===== src/rtl/div_pkg.sv =====
// ============================================================================
// Module  : div_pkg
// Purpose : Shared FSM state encoding and default width for the divider.
// Revision: 1.0
// ============================================================================
`default_nettype none

package div_pkg;

   localparam int DIV_WIDTH = 32;

   typedef enum logic [1:0] {
      S_IDLE = 2'd0,
      S_RUN  = 2'd1,
      S_DONE = 2'd2
   } div_state_e;

endpackage

`default_nettype wire


===== src/rtl/div_abs.sv =====
// ============================================================================
// Module  : div_abs
// Purpose : Conditional two's-complement negate (magnitude / sign fixup).
// Revision: 1.0
// ============================================================================
`default_nettype none

module div_abs #(
   parameter int WIDTH = 32
) (
   input  logic             neg_i,
   input  logic [WIDTH-1:0] val_i,
   output logic [WIDTH-1:0] val_o
);

   assign val_o = neg_i ? (~val_i + WIDTH'(1)) : val_i;

endmodule

`default_nettype wire


===== src/rtl/div_iter.sv =====
// ============================================================================
// Module  : div_iter
// Purpose : Iterative restoring divider, one quotient bit per clock.
// Revision: 1.0
// ============================================================================
`default_nettype none

module div_iter
   import div_pkg::*;
#(
   parameter int WIDTH = DIV_WIDTH
) (
   input  logic             clk,
   input  logic             resetn,
   input  logic             flush,
   input  logic             start,
   input  logic             sign,
   input  logic [WIDTH-1:0] a,
   input  logic [WIDTH-1:0] b,
   output logic             busy,
   output logic             valid,
   output logic [WIDTH-1:0] quotient,
   output logic [WIDTH-1:0] remainder
);

   localparam int CW = $clog2(WIDTH) + 1;

   div_state_e       state_q, state_d;
   logic [CW-1:0]    cnt_q, cnt_d;
   logic [WIDTH-1:0] quo_q, quo_d;
   logic [WIDTH-1:0] rem_q, rem_d;
   logic [WIDTH-1:0] dvs_q, dvs_d;
   logic [WIDTH-1:0] qres_q, qres_d;
   logic [WIDTH-1:0] rres_q, rres_d;
   logic             sa_q, sa_d;
   logic             sb_q, sb_d;
   logic             dz_q, dz_d;

   logic             accept;
   logic             last_iter;
   logic             present;
   logic [WIDTH:0]   trial;
   logic [WIDTH-1:0] a_mag, b_mag, q_fix, r_fix, q_final;

   assign accept    = (state_q == S_IDLE) && start && !flush;
   assign last_iter = (state_q == S_RUN) && (cnt_q == CW'(WIDTH - 1));
   assign present   = (state_q == S_DONE) && !flush;

   div_abs #(.WIDTH(WIDTH)) u_abs_a (.neg_i(sign & a[WIDTH-1]), .val_i(a),     .val_o(a_mag));
   div_abs #(.WIDTH(WIDTH)) u_abs_b (.neg_i(sign & b[WIDTH-1]), .val_i(b),     .val_o(b_mag));
   div_abs #(.WIDTH(WIDTH)) u_fix_q (.neg_i(sa_q ^ sb_q),       .val_i(quo_q), .val_o(q_fix));
   div_abs #(.WIDTH(WIDTH)) u_fix_r (.neg_i(sa_q),              .val_i(rem_q), .val_o(r_fix));

   // Zero divisor: the magnitude loop already yields all-ones/|a|; only the
   // quotient sign fixup must be suppressed.
   assign q_final = dz_q ? '1 : q_fix;

   // ---------------------------------------------------------------- FSM
   always_ff @(posedge clk or negedge resetn) begin
      if (!resetn) begin
         state_q <= S_IDLE;
      end else begin
         state_q <= state_d;
      end
   end

   always_comb begin
      state_d = state_q;
      if (flush) begin
         state_d = S_IDLE;
      end else begin
         case (state_q)
            S_IDLE:  if (start)     state_d = S_RUN;
            S_RUN:   if (last_iter) state_d = S_DONE;
            S_DONE:                 state_d = S_IDLE;
            default:                state_d = S_IDLE;
         endcase
      end
   end

   always_comb begin
      busy      = (state_q != S_IDLE);
      valid     = present;
      quotient  = present ? q_final : qres_q;
      remainder = present ? r_fix   : rres_q;
   end

   // ---------------------------------------------------------------- datapath
   assign trial = {rem_q, quo_q[WIDTH-1]} - {1'b0, dvs_q};

   always_comb begin
      cnt_d  = cnt_q;
      quo_d  = quo_q;
      rem_d  = rem_q;
      dvs_d  = dvs_q;
      sa_d   = sa_q;
      sb_d   = sb_q;
      dz_d   = dz_q;
      qres_d = qres_q;
      rres_d = rres_q;
      if (accept) begin
         cnt_d = '0;
         quo_d = a_mag;
         rem_d = '0;
         dvs_d = b_mag;
         sa_d  = sign & a[WIDTH-1];
         sb_d  = sign & b[WIDTH-1];
         dz_d  = (b == '0);
      end else if ((state_q == S_RUN) && !flush) begin
         cnt_d = cnt_q + CW'(1);
         if (!trial[WIDTH]) begin
            rem_d = trial[WIDTH-1:0];
            quo_d = {quo_q[WIDTH-2:0], 1'b1};
         end else begin
            rem_d = {rem_q[WIDTH-2:0], quo_q[WIDTH-1]};
            quo_d = {quo_q[WIDTH-2:0], 1'b0};
         end
      end
      if (present) begin
         qres_d = q_final;
         rres_d = r_fix;
      end
   end

   always_ff @(posedge clk or negedge resetn) begin
      if (!resetn) begin
         cnt_q  <= '0;
         quo_q  <= '0;
         rem_q  <= '0;
         dvs_q  <= '0;
         sa_q   <= 1'b0;
         sb_q   <= 1'b0;
         dz_q   <= 1'b0;
         qres_q <= '0;
         rres_q <= '0;
      end else begin
         cnt_q  <= cnt_d;
         quo_q  <= quo_d;
         rem_q  <= rem_d;
         dvs_q  <= dvs_d;
         sa_q   <= sa_d;
         sb_q   <= sb_d;
         dz_q   <= dz_d;
         qres_q <= qres_d;
         rres_q <= rres_d;
      end
   end

endmodule

`default_nettype wire


===== config.mk =====
export PLATFORM = sky130hd
export DESIGN_NAME = div_iter
export DESIGN_NICKNAME = d
export VERILOG_FILES = /design/src/rtl/div_pkg.sv /design/src/rtl/div_abs.sv /design/src/rtl/div_iter.sv
export SDC_FILE = /design/constraint.sdc
export NUM_CORES = 1
export LEC_CHECK = 0
export ABC_AREA = 0
export ABC_CLOCK_PERIOD_IN_PS = 3520
export BUFFER_PORTS_ARGS = -buffer_cell sky130_fd_sc_hd__clkbuf_2
export CAP_MARGIN = 20
export CORE_UTILIZATION = 44
export DETAILED_ROUTE_END_ITERATION = 8
export GPL_TIMING_DRIVEN = 1
export PLACE_DENSITY = 0.61
export SLEW_MARGIN = 40
export SYNTH_ARGS = -nofsm -noshare
export SYNTH_HDL_FRONTEND = slang
export SYNTH_HIERARCHICAL = 1
export SYNTH_SLANG_ARGS = --single-unit

===== constraint.sdc =====
create_clock -name clk -period 3.52 [get_ports clk]
set_input_delay 0 -clock clk [delete_from_list [all_inputs] [get_ports clk]]
set_output_delay 0 -clock clk [all_outputs]
set_load 0.005 [all_outputs]

# After elaboration in Yosys (flattened, before gate mapping)
# Cells that the tools add are included.
# word_totals
reg_bits,171
elab_cells,58
output_inout_bits,66
input_bits,69
# classes
eq_ne,5
bitwise,7
n_mux,19
n_addsub,6
reduce_logical,11
# op_table
operator,count
$mux W32,12
$add A32 B1 Y32 const B,4
$not A32 Y32,4
$sub A33 B32 Y33,1
$logic_not A32 Y1,1
$mux W6,2
$add A6 B1 Y6 const B,1
$eq A6 B5 Y1 const B,1
$mux W2,3
$ne A3 B3 Y1 const B,2
$logic_and A1 B1 Y1,5
$pmux W2 S2,1
$reduce_bool A2 Y1,2
$and A1 B1 Y1,2
$eq A2 B1 Y1 const B,1
$eq A2 B2 Y1 const B,1
$logic_not A2 Y1,1
$reduce_and A2 Y1,1
$logic_not A1 Y1,1
$mux W1,1
$xor A1 B1 Y1,1

# Depth between registers and ports, before layout
# logic_depth
word_depth,5
ltp_mapped,14
depth_no_buf,12

# Cells and area by module
# Netlist, hierarchy kept.
# modules_own_cells
module,area_per_inst_um2,n_inst,cells_each,seq_area_each_um2
div_iter,9041.2,1,966,4279.1
div_abs,777.0,4,99,0.0

# Worst setup path after synthesis
# No wires, ideal clock.
# synth_timing
kind,register -> register
startpoint,register quo_q[31]
endpoint,register rem_q[22]
path_buffers,1
setup_time_ps,126
t_required_ps,3394
period_less_slack_ps,3055
slack_ps,465
path_stages_with_launch,14
arrival_time_ps,2929
path_cell_list,dfrtp_1 > inv_1 > ha_1 > inv_1 > fa_1 > a211oi_1 > o21ai_1 > o221ai_2 > nand4_1 > a21oi_2 > a311o_1 > clkbuf_1 > a211oi_1 > a311o_1
# synth_between
elab_chain_len,4
# synth_rtl
item,line,text
from (decl),div_iter.sv:30,"logic [WIDTH-1:0] quo_q, quo_d;"
from (signal assigned),div_iter.sv:138,quo_q <= quo_d;
$sub A33 B32 Y33,div_iter.sv:89,"assign trial = {rem_q, quo_q[WIDTH-1]} - {1'b0, dvs_q};"
$mux W32,div_iter.sv:111,if (!trial[WIDTH]) begin
$mux W32,div_iter.sv:109,end else if ((state_q == S_RUN) && !flush) begin
$mux W32,div_iter.sv:101,if (accept) begin
to (signal assigned),div_iter.sv:139,rem_q <= rem_d;
to (decl),div_iter.sv:31,"logic [WIDTH-1:0] rem_q, rem_d;"
# No other way between the ends. The select of a mux whose other input is x is not followed.
# A chain may end at the register's enable or synchronous reset.

# Worst setup path in the final report
# layout_timing
startpoint,register quo_q[31]
endpoint,register rem_q[23]
# Same word-level chain as after synthesis.

==> key figures <==
Power
  – Switching power as a share of total power: between 30% and 40%
  – Sw Pwr: about 2.3 mW
  – Pwr/cell area: around 440 mW/mm^2
  – Comb pwr share: between 30% and 40%
  – Clk network pwr share: about 29%
  – Reg power frac: 38.6%
  – Static leakage: between 6 and 7 nW
  – Int Power: around 4 mW
  – Peak supply drop: around 0.34 mV

Finish
  – # nets final: ~1600
  – Core Util, Final: about 53%
  – Commonest non-fill, non-tap cell in the layout: nand2_1
  – Share of cells above drive strength 1: between 20% and 30%
  – Area grow syn2layout: 18.4%
  – Commonest non-fill, non-tap cells in the layout: 186 x nand2_1, 171 x dfrtp_1, 139 x xnor2_1
  – Inserted Diodes: 0

Timing
  – Final period utilization: 95.7%
  – Final Hold Fails: 0
  – Layout Skew: ~9.4 ps
  – Finish-stage setup viols: 0
  – Fin. max-slew vios: 0
  – Rel. slew slack: roughly 48%
  – Min cycle time layout: 3370 ps
  – Slew @ Worst Pin: around 780 ps
  – Fmax: around 0.3 GHz
  – Setup TNS: 0 ps

Global route
  – GR Util All Layers: between 20% and 30%
  – Vias in the first global route: between 9000 and 10000
  – Grt ovf: 0
  – First-pass GRT wire length: around 54000 um
  – Initial antenna violation count: 0
  – Largest net degree at the start of global routing: ~100

Clock tree
  – CTS tree: built
  – Clock root cell: clkbuf_16
  – Clock tree buffer depth: 2
  – Worst-path clk slew: roughly 70 ps
  – Worst-Skew Late Latency: between 400 and 500 ps
  – H-tree depth: 4
  – Clock sink total: between 150 and 200
  – CTS buffer count: 17

Floorplan
  – Initial core utilization: 45.0%
  – Die Span Y: around 170 um
  – Num rows: 60
  – Total die area: roughly 0.028 sq mm
  – I/O pin count: 135
  – Core area: 0.0270 sq mm
  – Die Wd: approximately 170 um

Worst setup path
  – Crit start category: flop
  – Worst setup startpoint: quo_q[31]
  – Critical Path RT: 3830 ps
  – CP Capture Type: flop
  – CP arrival: 3680 ps
  – Worst Path Max Fanout: 21
  – Critical path class: flop to flop
  – Reg2reg start: quo_q[31]

Synthesis
  – Synth Register Bits: ~170
  – Area leader, netlist: dfrtp_1
  – Dominant synthesized flop cell: dfrtp_1
  – Synth top area cells: dfrtp_1 35%, xnor2_1 10%, nand2_1 5.7%
  – Cells after Synth: approximately 1400
  – Synthesized area: approximately 0.012 sq mm
  – Syn_nets: 1469
  – Synth top area share: 35.2%
  – Yosys warns: 6
  – Post-synthesis cell type count: between 60 and 70
  – Asr flop ratio synth: between 90% and 100%
  – Post-synth EDFFs: 0
  – Avg Inst Size Synth: just under 9 sq um
  – Sequential cell area fraction in the yosys report: 35.2%

Status
  – Status: finished clean

Routing
  – Metal2 WL: 14200 um
  – Avg WL per Cell: roughly 18 um
  – Metal1 wirelength: 17500 um
  – Remaining DRCs: 0
  – DR top layer: met4
  – DR vias/cell: ~5.8
  – Iteration-0 DRC Markers: 800
  – WL met3: between 2000 and 2500 um
  – DRT Pass-1 Iters: 5
  – Routed Antenna Nets: 0
  – Final wirelength: about 34000 um
  – Via count: around 11000

Hold path
  – Min-delay src: a[30]
  – Hold Path Class: input pin to flop

Placed design
  – RePlAce Congestion: between 0.8 and 0.9
  – PortBufs: roughly 130
  – Hpwl dp: between 20000 and 30000 um

Job
  – Max-Cap Viols: 0
-- routing by layer --
layer | vias to the layer above | global-route usage [%]
met4 | 0 | 5.38
met3 | 27 | 3.03
met1 | 5227 | 38.8
met2 | 370 | 33.9
li1 | 5277 | -
met5 | - | 0
-- kinds of logic after synthesis --
kind of cell	Yosys count	share of synthesized area, %
compound gates	369	21.8
xor+xnor	151	10.9
fa+ha+maj	38	3.98
buf+inv	131	4.32
flops	171	35.2
mux	32	2.97
simple gates	470	20.9
-- sequential cells by signal, summed over array words and instances (netlist names) --
register,count
cnt_q,6
dvs_q,32
dz_q,1
qres_q,32
quo_q,32
rem_q,32
rres_q,32
sa_q,1
sb_q,1
state_q,2
-- power by group through the flow --
stage / Sequential [mW] / Combinational [mW] / Clock (mW)
4_1_cts: 2.43 / 2.01 / 1.88
2_1_floorplan: 2.39 / 1.42 / 0
3_5_place_dp: 2.47 / 1.96 / 0
3_3_place_gp: 2.46 / 1.94 / 0
6_report: 2.44 / 2.03 / 1.85
5_1_grt: 2.46 / 2.25 / 1.96
-- worst max-delay path, stage by stage (launching register included) --
cell	delay (ps)
dfrtp_1	410
inv_1	90
ha_1	160
inv_1	60
fa_2	370
a211oi_2	230
o21ai_2	120
o221ai_2	280
nand4_1	250
buf_4	220
a21oi_2	170
a311o_1	270
buf_12	190
a211oi_1	100
a311o_1	350
-- final timing paths --
path	cells after the start	slack (ps)	end
setup / recovery	14	150	rem_q[23]
hold / removal	4	2	quo_q[30]
setup reg to reg	14	150	rem_q[23]
hold reg to reg	1	480	state_q[1]
max in group asynchronous	3	2400	dvs_q[13]
min in group asynchronous	2	150	rres_q[20]
-- repair_timing --
action,in CTS,in global routing
hold buffers,47,0
endpoints found under the hold margin,121,0
endpoints found under the setup margin,0,33
buffers inserted,0,6
resized for setup,0,5
-- metrics by stage --
| step | power (mW) | worst slack [ps] | hold slack, ps | instance area (sq um) | instances |
|---|---|---|---|---|---|
| 2_1_floorplan | 3.80 | 465 | -296 | 12100 | 1362 |
| 6_report | 6.32 | 151 | 2.07 | 14400 | 1877 |
| 4_1_cts | 6.33 | 47.4 | 0.717 | 14300 | 1869 |
| 5_1_grt | 6.67 | -9.14 | 16.6 | 14400 | 1877 |
| 3_3_place_gp | 4.40 | 146 | 77.7 | 13200 | 1791 |
| 3_5_place_dp | 4.43 | 72.1 | 75.5 | 13300 | 1791 |
-- area by class of cell --
| class | instances | area [sq um] |
|---|---|---|
| clock buffers | 20 | 457 |
| flip-flops and latches | 171 | 4280 |
| inverters | 49 | 184 |
| repair buffers | 224 | 1530 |
| clock inverters | 11 | 108 |
| fillers | 2537 | 12600 |
| well taps | 341 | 427 |
| multi-input cells | 1061 | 7400 |
-- synth_stat cells, drive strengths merged (2+ instances only) --
cell and n:
buf 30, and3b 2, nand2 187, and2 7, o41ai 36, xnor2 139
a21oi 71, o21a 5, o21bai 3, a211o 5, xor2 12, and3 24
a221o 2, nor4 34, a22oi 32, o2111ai 2, ha 37, nand3 21
o21ai 89, a31oi 3, or3b 2, nor2 85, o31ai 42, o22ai 3
or3 7, a211oi 22, nand4 33, or2 7, dfrtp 171, nor3 16
nand4b 4, inv 49, nand3b 4, o211ai 8, a21o 15, nand2b 15
or2b 8, nor3b 3, clkbuf 52, a311o 17, a41oi 6, nor2b 9
mux2 32
(Power assumes the default switching activity.)
